`src/rtl/icebus_frames_pkg.sv`:
```
// Shared definitions for icebus frame receivers: magic numbers, frame layout,
// receiver state encoding and the byte-serial CRC16 step function.
package icebus_frames_pkg;

  localparam logic [31:0] HAND_STATUS_HEADER       = 32'hB000B135;
  localparam int          HAND_STATUS_FRAME_LENGTH = 32;
  localparam int          HAND_STATUS_ID_IDX       = 4;
  localparam int          HAND_STATUS_MODE_IDX     = 5;
  localparam int          HAND_STATUS_SETP_IDX     = 6;
  localparam int          HAND_STATUS_POS_IDX      = 14;
  localparam int          HAND_STATUS_CUR_IDX      = 22;

  localparam logic [15:0] CRC16_INIT = 16'hFFFF;
  localparam logic [15:0] CRC16_POLY = 16'h1021;

  typedef enum logic [1:0] {
    ST_HUNT    = 2'd0,
    ST_RECEIVE = 2'd1,
    ST_CHECK   = 2'd2
  } hsr_state_t;

  typedef struct packed {
    logic [7:0]       id;
    logic [7:0]       control_mode;
    logic [3:0][15:0] setpoint;
    logic [3:0][15:0] position;
    logic [3:0][15:0] current;
  } hand_status_response_t;

  // CRC16-CCITT, data bits folded MSB first.
  function automatic logic [15:0] nextCRC16_D8(input logic [7:0] d, input logic [15:0] c);
    logic [15:0] r;
    r = c;
    for (int i = 7; i >= 0; i--) begin
      r = {r[14:0], 1'b0} ^ (((r[15] ^ d[i]) != 1'b0) ? CRC16_POLY : 16'h0000);
    end
    return r;
  endfunction

endpackage

```
`src/rtl/crc16_serial.sv`:
```
// Byte-serial CRC16 accumulator; init preloads the seed and beats en.
module crc16_serial
  import icebus_frames_pkg::*;
(
  input  logic        clk,
  input  logic        reset,
  input  logic        init,
  input  logic        en,
  input  logic [7:0]  din,
  output logic [15:0] crc
);

  logic [15:0] crc_q;

  always_ff @(posedge clk) begin
    if (reset) begin
      crc_q <= 16'h0000;
    end else if (init) begin
      crc_q <= CRC16_INIT;
    end else if (en) begin
      crc_q <= nextCRC16_D8(din, crc_q);
    end
  end

  assign crc = crc_q;

endmodule

```
`src/rtl/hand_status_frame_receiver.sv`:
```
// Hand-status frame receiver: header hunt, byte collection with running CRC,
// CRC/id check and publication of decoded fields plus error strobes/counters.
module hand_status_frame_receiver
  import icebus_frames_pkg::*;
#(
  parameter logic [31:0] HEADER              = HAND_STATUS_HEADER,
  parameter int          FRAME_LENGTH        = HAND_STATUS_FRAME_LENGTH,
  parameter int          BYTE_TIMEOUT_CYCLES = 50_000
) (
  input  logic               clk,
  input  logic               reset,
  input  logic               rx_data_ready,
  input  logic [7:0]         rx_data,
  input  logic [7:0]         expected_id,
  input  logic               abort,
  output logic               busy,
  output logic               frame_valid,
  output logic               crc_error,
  output logic               id_mismatch,
  output logic               timeout_error,
  output logic [7:0]         frame_id,
  output logic [7:0]         control_mode,
  output logic signed [15:0] setpoint [0:3],
  output logic signed [15:0] position [0:3],
  output logic signed [15:0] current  [0:3],
  output logic [31:0]        frames_ok,
  output logic [31:0]        frames_bad
);

  localparam int IDX_W = $clog2(FRAME_LENGTH);
  localparam int TMO_W = $clog2(BYTE_TIMEOUT_CYCLES + 1);
  localparam logic [IDX_W-1:0] FIRST_IDX    = IDX_W'(HAND_STATUS_ID_IDX);
  localparam logic [IDX_W-1:0] CRC_LAST_IDX = IDX_W'(FRAME_LENGTH - 3);
  localparam logic [IDX_W-1:0] LAST_IDX     = IDX_W'(FRAME_LENGTH - 1);
  localparam logic [TMO_W-1:0] TMO_LAST     = TMO_W'(BYTE_TIMEOUT_CYCLES - 1);

  function automatic logic [31:0] sat_inc(input logic [31:0] v);
    return (v == 32'hFFFF_FFFF) ? v : v + 32'd1;
  endfunction

  hsr_state_t            state_q;
  logic [31:0]           hdr_q;
  logic [IDX_W-1:0]      idx_q;
  logic [TMO_W-1:0]      tmo_q;
  logic                  frame_valid_q, crc_error_q, id_mismatch_q, timeout_error_q;
  logic [31:0]           frames_ok_q, frames_bad_q;
  hand_status_response_t rsp_q, rsp_d;
  logic [7:0]            frame_q [HAND_STATUS_ID_IDX:FRAME_LENGTH-1];

  logic [31:0] hdr_shift;
  logic        hunt_lock, take_byte, crc_en, crc_ok, id_ok;
  logic [15:0] crc_calc;

  assign hdr_shift = {hdr_q[23:0], rx_data};
  assign hunt_lock = (state_q == ST_HUNT) && rx_data_ready && !abort && (hdr_shift == HEADER);
  assign take_byte = (state_q == ST_RECEIVE) && rx_data_ready && !abort;
  assign crc_en    = take_byte && (idx_q <= CRC_LAST_IDX);
  assign crc_ok    = (crc_calc == {frame_q[FRAME_LENGTH-2], frame_q[FRAME_LENGTH-1]});
  assign id_ok     = (frame_q[HAND_STATUS_ID_IDX] == expected_id);

  crc16_serial u_crc (
    .clk   (clk),
    .reset (reset),
    .init  (hunt_lock),
    .en    (crc_en),
    .din   (rx_data),
    .crc   (crc_calc)
  );

  // Frame payload store; contents are only meaningful once CHECK is reached.
  always_ff @(posedge clk) begin
    if (take_byte) frame_q[idx_q] <= rx_data;
  end

  always_comb begin
    rsp_d              = '0;
    rsp_d.id           = frame_q[HAND_STATUS_ID_IDX];
    rsp_d.control_mode = frame_q[HAND_STATUS_MODE_IDX];
    for (int i = 0; i < 4; i++) begin
      rsp_d.setpoint[i] = {frame_q[HAND_STATUS_SETP_IDX + 2*i], frame_q[HAND_STATUS_SETP_IDX + 2*i + 1]};
      rsp_d.position[i] = {frame_q[HAND_STATUS_POS_IDX + 2*i], frame_q[HAND_STATUS_POS_IDX + 2*i + 1]};
      rsp_d.current[i]  = {frame_q[HAND_STATUS_CUR_IDX + 2*i], frame_q[HAND_STATUS_CUR_IDX + 2*i + 1]};
    end
  end

  always_ff @(posedge clk) begin
    if (reset) begin
      state_q         <= ST_HUNT;
      hdr_q           <= '0;
      idx_q           <= '0;
      tmo_q           <= '0;
      frame_valid_q   <= 1'b0;
      crc_error_q     <= 1'b0;
      id_mismatch_q   <= 1'b0;
      timeout_error_q <= 1'b0;
      frames_ok_q     <= '0;
      frames_bad_q    <= '0;
      rsp_q           <= '0;
    end else begin
      frame_valid_q   <= 1'b0;
      crc_error_q     <= 1'b0;
      id_mismatch_q   <= 1'b0;
      timeout_error_q <= 1'b0;
      // abort beats every other event, including a pending CHECK or timeout.
      if (abort) begin
        state_q <= ST_HUNT;
        hdr_q   <= '0;
      end else begin
        unique case (state_q)
          ST_HUNT: begin
            if (hunt_lock) begin
              state_q <= ST_RECEIVE;
              hdr_q   <= '0;
              idx_q   <= FIRST_IDX;
              tmo_q   <= '0;
            end else if (rx_data_ready) begin
              hdr_q <= hdr_shift;
            end
          end
          ST_RECEIVE: begin
            if (rx_data_ready) begin
              idx_q <= idx_q + IDX_W'(1);
              tmo_q <= '0;
              if (idx_q == LAST_IDX) state_q <= ST_CHECK;
            end else if (tmo_q == TMO_LAST) begin
              timeout_error_q <= 1'b1;
              frames_bad_q    <= sat_inc(frames_bad_q);
              state_q         <= ST_HUNT;
            end else begin
              tmo_q <= tmo_q + TMO_W'(1);
            end
          end
          ST_CHECK: begin
            state_q <= ST_HUNT;
            if (!crc_ok) begin
              crc_error_q  <= 1'b1;
              frames_bad_q <= sat_inc(frames_bad_q);
            end else if (!id_ok) begin
              id_mismatch_q <= 1'b1;
              frames_bad_q  <= sat_inc(frames_bad_q);
            end else begin
              frame_valid_q <= 1'b1;
              frames_ok_q   <= sat_inc(frames_ok_q);
              rsp_q         <= rsp_d;
            end
          end
          default: state_q <= ST_HUNT;
        endcase
      end
    end
  end

  assign busy          = (state_q != ST_HUNT);
  assign frame_valid   = frame_valid_q;
  assign crc_error     = crc_error_q;
  assign id_mismatch   = id_mismatch_q;
  assign timeout_error = timeout_error_q;
  assign frame_id      = rsp_q.id;
  assign control_mode  = rsp_q.control_mode;
  assign frames_ok     = frames_ok_q;
  assign frames_bad    = frames_bad_q;

  for (genvar g = 0; g < 4; g++) begin : g_fields
    assign setpoint[g] = $signed(rsp_q.setpoint[g]);
    assign position[g] = $signed(rsp_q.position[g]);
    assign current[g]  = $signed(rsp_q.current[g]);
  end

endmodule

```
`config.mk`:
```
export PLATFORM = sky130hd
export DESIGN_NAME = hand_status_frame_receiver
export DESIGN_NICKNAME = d
export VERILOG_FILES = /design/src/rtl/icebus_frames_pkg.sv /design/src/rtl/crc16_serial.sv /design/src/rtl/hand_status_frame_receiver.sv
export SDC_FILE = /design/constraint.sdc
export NUM_CORES = 1
export LEC_CHECK = 0
export CORE_UTILIZATION = 52
export CTS_CLUSTER_DIAMETER = 40
export CTS_CLUSTER_SIZE = 20
export DETAILED_ROUTE_END_ITERATION = 8
export PLACE_DENSITY = 0.76
export SYNTH_ARGS = -nofsm -noshare
export SYNTH_HDL_FRONTEND = slang
export SYNTH_SLANG_ARGS = --single-unit
```
`constraint.sdc`:
```
create_clock -name clk -period 6.65 [get_ports clk]
set_input_delay 1.995 -clock clk [delete_from_list [all_inputs] [get_ports clk]]
set_output_delay 1.995 -clock clk [all_outputs]
set_load 0.01 [all_outputs]
```
==> impl_metrics.json, run 1 <==
{
  "wirelength_um": 55200,
  "gr-usage-all-layers_pct": 26.7,
  "nNetsFinal": 2309,
  "synth_cells": 2002,
  "ys.warnings.count": 0,
  "finalClockSkew_ns": 0.0321,
  "drive_above_1_share_pct": 8.18,
  "drc": 0,
  "area_growth_pct": 27.7,
  "fmax_mhz": 204,
  "start_util_pct": 53.3,
  "synth-simple-area-share_pct": 17.6,
  "post_cts_resized": 0,
  "clock_sinks": 563,
  "ys_seq_elements": 563,
  "vdd_drop_max_v": 0.000240,
  "ys_types": 62,
  "grt_pass1_wl_um": 85300,
  "synth-edff-count": 224,
  "setup_viol": 0,
  "layout_min_cycle_time_ns": 4.91,
  "synth_top_area_share_pct": 32.6,
  "portBuffers": 296,
  "hp-class": "flop to flop",
  "vias": 16100,
  "yosysMostFrequentCell": "nand2_1",
  "multi_input_area_mm2": 0.00680,
  "worst_setup_path_end_kind": "flop",
  "yosysSeqAreaShare_pct": 64.9,
  "nFillCells": 2903,
  "synth_fa_ha_area_share_pct": 0.480,
  "yosysTopAreaCell": "dfxtp_1",
  "viasPerCell": 5.64,
  "slowest_stage": "nor4_1",
  "crit_fanout": 6,
  "syn-num-nets": 2030,
  "max_stage_delay_ns": 0.92,
  "synth_common_cells": "493 x nand2_1, 339 x dfxtp_1, 312 x a21oi_1",
  "critical_path_arrival_ns": 5.39,
  "synth_compound_area_share_pct": 10.9,
  "cts_buffers": 66,
  "final_cell_area_mm2": 0.0266,
  "synth_xor_area_share_pct": 2.44,
  "register_area_mm2": 0.0135,
  "first_iter_violations": 1229,
  "worstPathRequired_ns": 7.13,
  "wl_per_cell_um": 19.3,
  "max-slew-margin-rel_pct": 27.5,
  "cts_setup_buffers": 0,
  "rsz0062_at_grt": "no",
  "clk_latency_ns": 0.60,
  "die_x_um": 202,
  "crit_chain": "clkdlybuf4s50_1 -> xor2_1 -> nor4_1 -> buf_4 -> nand3_1 -> nor4_1 -> nand3_1 -> mux2_2",
  "synth_area_mm2": 0.0208,
  "post-route-period-util_pct": 73.8,
  "grt_max_degree": 170,
  "hold_violations": 0,
  "ant_nets": 0,
  "core_mm2": 0.0391,
  "tns_ns": 0,
  "cts_tree": "done",
  "async_flop_share_pct": 0,
  "htreeDepth": 3,
  "synth.top_cells.by_area": "dfxtp_1 33%, edfxtp_1 32%, nand2_1 8.9%",
  "crit_type": "input port to flop",
  "die_h_um": 202,
  "cp-start-kind": "input port",
  "synth_top_family_by_area": "simple AND/OR/NAND/NOR gates",
  "power_density_mw_per_mm2": 279,
  "place_area_mm2": 0.0243,
  "firstDrtPassIters": 7,
  "antenna_found_initial": 2,
  "maxSlewViolCount": 0,
  "grt.overflow.total": 0,
  "dp_hpwl_um": 33800,
  "clockBufferDepth": 3,
  "critPathBufInv": 2,
  "synth.mux.area_fraction_pct": 1.09,
  "cap_violations": 0,
  "ys.flop_type": "dfxtp_1",
  "status": "finished, final reports clean",
  "grt_pass1_vias": 15300,
  "cpLargestDelayFamily": "simple AND/OR/NAND/NOR gates",
  "cts-root-buf": "clkbuf_16",
  "syn_avg_cell_area_um2": 10.4,
  "gp_congestion": 0.884,
  "die_area_mm2": 0.0409,
  "rows": 72,
  "io_pins": 297,
  "p_leak_nw": 8.56,
  "clk_pin_slew_worst_paths_ns": 0.06,
  "cts_hold_buf": 0,
  "tightest_slew_ns": 1.08
}
==> cells in the final DEF, fill, tap and decap left out, types with 7 or more instances in the layout <==
cell,n
edfxtp_1,224
clkdlybuf4s50_1,295
clkbuf_16,66
and3_1,18
clkinvlp_4,7
nor2_1,88
or3_1,16
xnor2_1,24
o31ai_1,14
a31o_2,11
buf_4,24
o41ai_1,9
a21oi_1,312
and4_1,8
or4_1,15
mux2i_1,7
nand3_1,36
inv_6,11
mux2_2,12
xor2_1,34
nand2_1,493
nand3b_1,8
nor4_1,20
inv_1,32
and2_1,7
nor3_1,18
nor2b_1,13
o21ai_0,14
ha_1,8
dfxtp_1,339
nand4_1,33
==> registers in the layout (all words and copies together), names as in the netlist, 5 cells and up <==
| signal | count |
|---|---|
| frame_q | 224 |
| current | 64 |
| position | 64 |
| setpoint | 64 |
| frames_bad | 32 |
| frames_ok | 32 |
| hdr_q | 24 |
| tmo_q | 16 |
| u_crc.crc | 16 |
| control_mode | 8 |
| frame_id | 8 |
| idx_q | 5 |
==> worst reg2reg max path, stage by stage (launching register included) <==
cell and delay, ns:
edfxtp_1 0.42, xor2_1 0.19, nor4_1 0.92, buf_4 0.26, nand3_1 0.27, nor4_1 0.89, nand3_1 0.18, mux2_2 0.30
==> routing by layer <==
layer  vias to the layer above  wire [um]  track usage [%]
met2                       583      26700             43.4
met3                       131       3210             3.95
met5                         -         34                0
met4                         4       1900             11.3
li1                       7575          -                -
met1                      7809      23400             35.6
==> kinds of logic after synthesis <==
group | Yosys count
simple gates | 808
flops | 563
compound gates | 400
buf+inv | 144
xor+xnor | 58
mux | 21
fa+ha+maj | 8
==> stage by stage <==
stage | setup slack, ns | instances | hold WS, ns | power, mW | utilization [%]
2_1_floorplan | 2.48 | 2002 | 0.431 | 3.72 | -
3_3_place_gp | 1.20 | 2731 | 0.441 | 3.78 | 62.1
3_5_place_dp | 1.16 | 2731 | 0.445 | 3.78 | 62.1
4_1_cts | 1.76 | 2853 | 0.452 | 7.47 | 68.0
5_1_grt | 1.55 | 2853 | 0.469 | 7.61 | 68.0
6_report | 1.74 | 2854 | 0.452 | 7.42 | 68.0
==> cell type report <==
type                            instances  share of cell area [%]
Multi-Input combinational cell       1295                    25.6
Tap cell                              518                    2.44
Inverter                               32                   0.452
Antenna cell                            1                 0.00941
Sequential cell                       563                    50.8
Timing Repair Buffer                  323                    12.1
Clock inverter                         48                    2.28
Clock buffer                           74                    6.40
==> power breakdown <==
group          switching, mW  internal (mW)
logic                 0.0956         0.0287
clock network           1.55           2.16
registers            0.00143           3.58
==> final timing paths <==
path	start	end	slack, ns	depth (start not counted)
setup reg to reg	frame_q[4][1]	frames_ok[12]	3.12	7
hold / removal	hdr_q[21]	hdr_q[21]	0.45	2
setup / recovery	expected_id[1]	frames_ok[12]	1.74	8
hold reg to reg	hdr_q[21]	hdr_q[21]	0.45	2
Power figures use the tool's default switching activity.
==> inputs of run 2 (changes only) <==
--- a/config.mk
+++ b/config.mk
@@ -5,11 +5,11 @@
 export SDC_FILE = /design/constraint.sdc
 export NUM_CORES = 1
 export LEC_CHECK = 0
-export CORE_UTILIZATION = 52
+export CORE_UTILIZATION = 49
 export CTS_CLUSTER_DIAMETER = 40
 export CTS_CLUSTER_SIZE = 20
 export DETAILED_ROUTE_END_ITERATION = 8
-export PLACE_DENSITY = 0.76
+export PLACE_DENSITY = 0.75
 export SYNTH_ARGS = -nofsm -noshare
 export SYNTH_HDL_FRONTEND = slang
 export SYNTH_SLANG_ARGS = --single-unit
==> constraint.sdc (replaced) <==
create_clock -name clk -period 4.5 [get_ports clk]
set_input_delay 1.35 -clock clk [delete_from_list [all_inputs] [get_ports clk]]
set_output_delay 1.35 -clock clk [all_outputs]
set_load 0.01 [all_outputs]
==> run 2 against run 1 <==
  * First-iteration DRC count rose by 15%
  * Non-clock buffer count rose by 25
  * Power rose by 53%
  * Cell count rose by 2.1%
  * Count of clock-buffer cells in the layout rose by 22
  * Largest cell class unchanged
==> impl_metrics.json, run 2 (same netlist as run 1, synthesis figures left out) <==
{
  "status": "finished, final reports clean",
  "max-slew-margin-rel_pct": 27.9,
  "cts_tree": "done",
  "gr-usage-all-layers_pct": 24.9,
  "setup_viol": 0,
  "r2r_slack_ns": 1.13,
  "place_area_mm2": 0.0245,
  "vdd_drop_max_v": 0.000295,
  "viasPerCell": 5.55,
  "fmax_mhz": 244,
  "area_growth_pct": 29.8,
  "die_area_mm2": 0.0433,
  "die_h_um": 208,
  "final_cell_area_mm2": 0.0270,
  "portBuffers": 296,
  "wl_per_cell_um": 18.8,
  "power_density_mw_per_mm2": 420,
  "grt.overflow.total": 0,
  "largest-register": "frame_q",
  "largest_reg_flops": 224,
  "slowest_stage": "nor4_1",
  "htreeDepth": 3,
  "firstDrtPassIters": 5,
  "hp-class": "flop to flop",
  "hold_violations": 0,
  "rows": 75,
  "clock_sinks": 563,
  "layout_min_cycle_time_ns": 4.09,
  "cts_buffers": 73,
  "cap_violations": 0,
  "critPathBufInv": 3,
  "critical_path.most_common_cell": "buf_4",
  "rsz0062_at_grt": "no",
  "drive_above_1_share_pct": 9.52,
  "clk_latency_ns": 0.59,
  "dp_hpwl_um": 33800,
  "setup_ws_ns": 0.408,
  "cts_setup_buffers": 0,
  "crit_chain": "clkdlybuf4s50_1 -> xor2_1 -> nor4_1 -> buf_4 -> nand3_1 -> buf_4 -> a2111oi_0 -> and3_1 -> mux2_2",
  "cp-start-kind": "input port",
  "gp_congestion": 0.859,
  "cts-root-buf": "clkbuf_16",
  "vias": 16200,
  "crit_type": "input port to flop",
  "grt_max_degree": 146,
  "nNetsFinal": 2341,
  "grt.busiest_layer": "met2",
  "clk_pin_slew_worst_paths_ns": 0.06,
  "met3_usage_pct": 4.26,
  "final_cell_mix": "493 x nand2_1, 339 x dfxtp_1, 312 x a21oi_1, 291 x clkdlybuf4s50_1, 224 x edfxtp_1",
  "max_stage_delay_ns": 0.91,
  "dpl_worst_slack_ns": -0.117,
  "maxSlewViolCount": 0,
  "io_pins": 297,
  "die_x_um": 208,
  "first_iter_violations": 1413,
  "post-route-period-util_pct": 90.9,
  "core_mm2": 0.0419,
  "p_leak_nw": 8.81,
  "worst_setup_path_end_kind": "flop",
  "met2_usage_pct": 42.0,
  "post_cts_resized": 0,
  "antenna_found_initial": 2,
  "cts_hold_buf": 0,
  "grt_pass1_wl_um": 85100,
  "tightest_slew_ns": 1.07,
  "crit_fanout": 5,
  "clockBufferDepth": 3,
  "cpLargestDelayFamily": "simple AND/OR/NAND/NOR gates",
  "worstPathRequired_ns": 4.96,
  "grt_pass1_vias": 15300,
  "fin_util_pct": 64.5,
  "finalClockSkew_ns": 0.0281,
  "critical_path_arrival_ns": 4.55,
  "wirelength_um": 54700,
  "drc": 0,
  "nFillCells": 3228,
  "ant_nets": 0,
  "use_met1_pct": 32.6,
  "final_common_cell": "nand2_1",
  "start_util_pct": 49.7
}
## run 2: per-layer routing
metal	vias to the layer above	part of all wire [%]
li1	7658	-
met2	529	50
met5	-	0
met1	7892	43
met3	89	5.3
met4	0	2.2
## run 2: path summary, 6_finish.rpt
kind,cells after the start,from,endpoint
worst max register to register,8,frame_q[4][1],frames_ok[7]
worst min register to register,2,current[31],current[31]
worst max-delay path,9,expected_id[1],frames_ok[7]
worst min-delay path,2,current[31],current[31]
## run 2: worst register-to-register path, cell delays in order, from the launching register on
cell	delay (ns)
edfxtp_1	0.41
xor2_1	0.18
nor4_1	0.91
buf_4	0.26
nand3_1	0.13
buf_4	0.20
a2111oi_0	0.57
and3_1	0.25
mux2_2	0.33
## run 2: report_power, final
part | switching (mW) | internal (mW)
registers | 0.00228 | 5.30
logic | 0.141 | 0.0433
clock network | 2.29 | 3.59
total | 2.43 | 8.94
## run 2: per-stage QoR
stage / hold WS, ns / cells / setup TNS (ns) / power, mW
floorplan: 0.431 / 2002 / 0 / 5.49
CTS: 0.455 / 2913 / 0 / 11.5
finish: 0.455 / 2915 / 0 / 11.4
global route: 0.470 / 2915 / 0 / 11.7
global placement: 0.439 / 2777 / -0.364 / 5.59
detailed placement: 0.446 / 2777 / -0.309 / 5.60
## run 2: area by class of cell
class	count	area [um2]	share of cell area, %
Multi-Input combinational cell	1295	6800	25.1
Tap cell	539	674	2.49
Sequential cell	563	13500	50.0
Inverter	32	120	0.444
Antenna cell	2	5.00	0.0185
Clock buffer	96	2060	7.61
Clock inverter	40	474	1.75
Timing Repair Buffer	348	3400	12.6
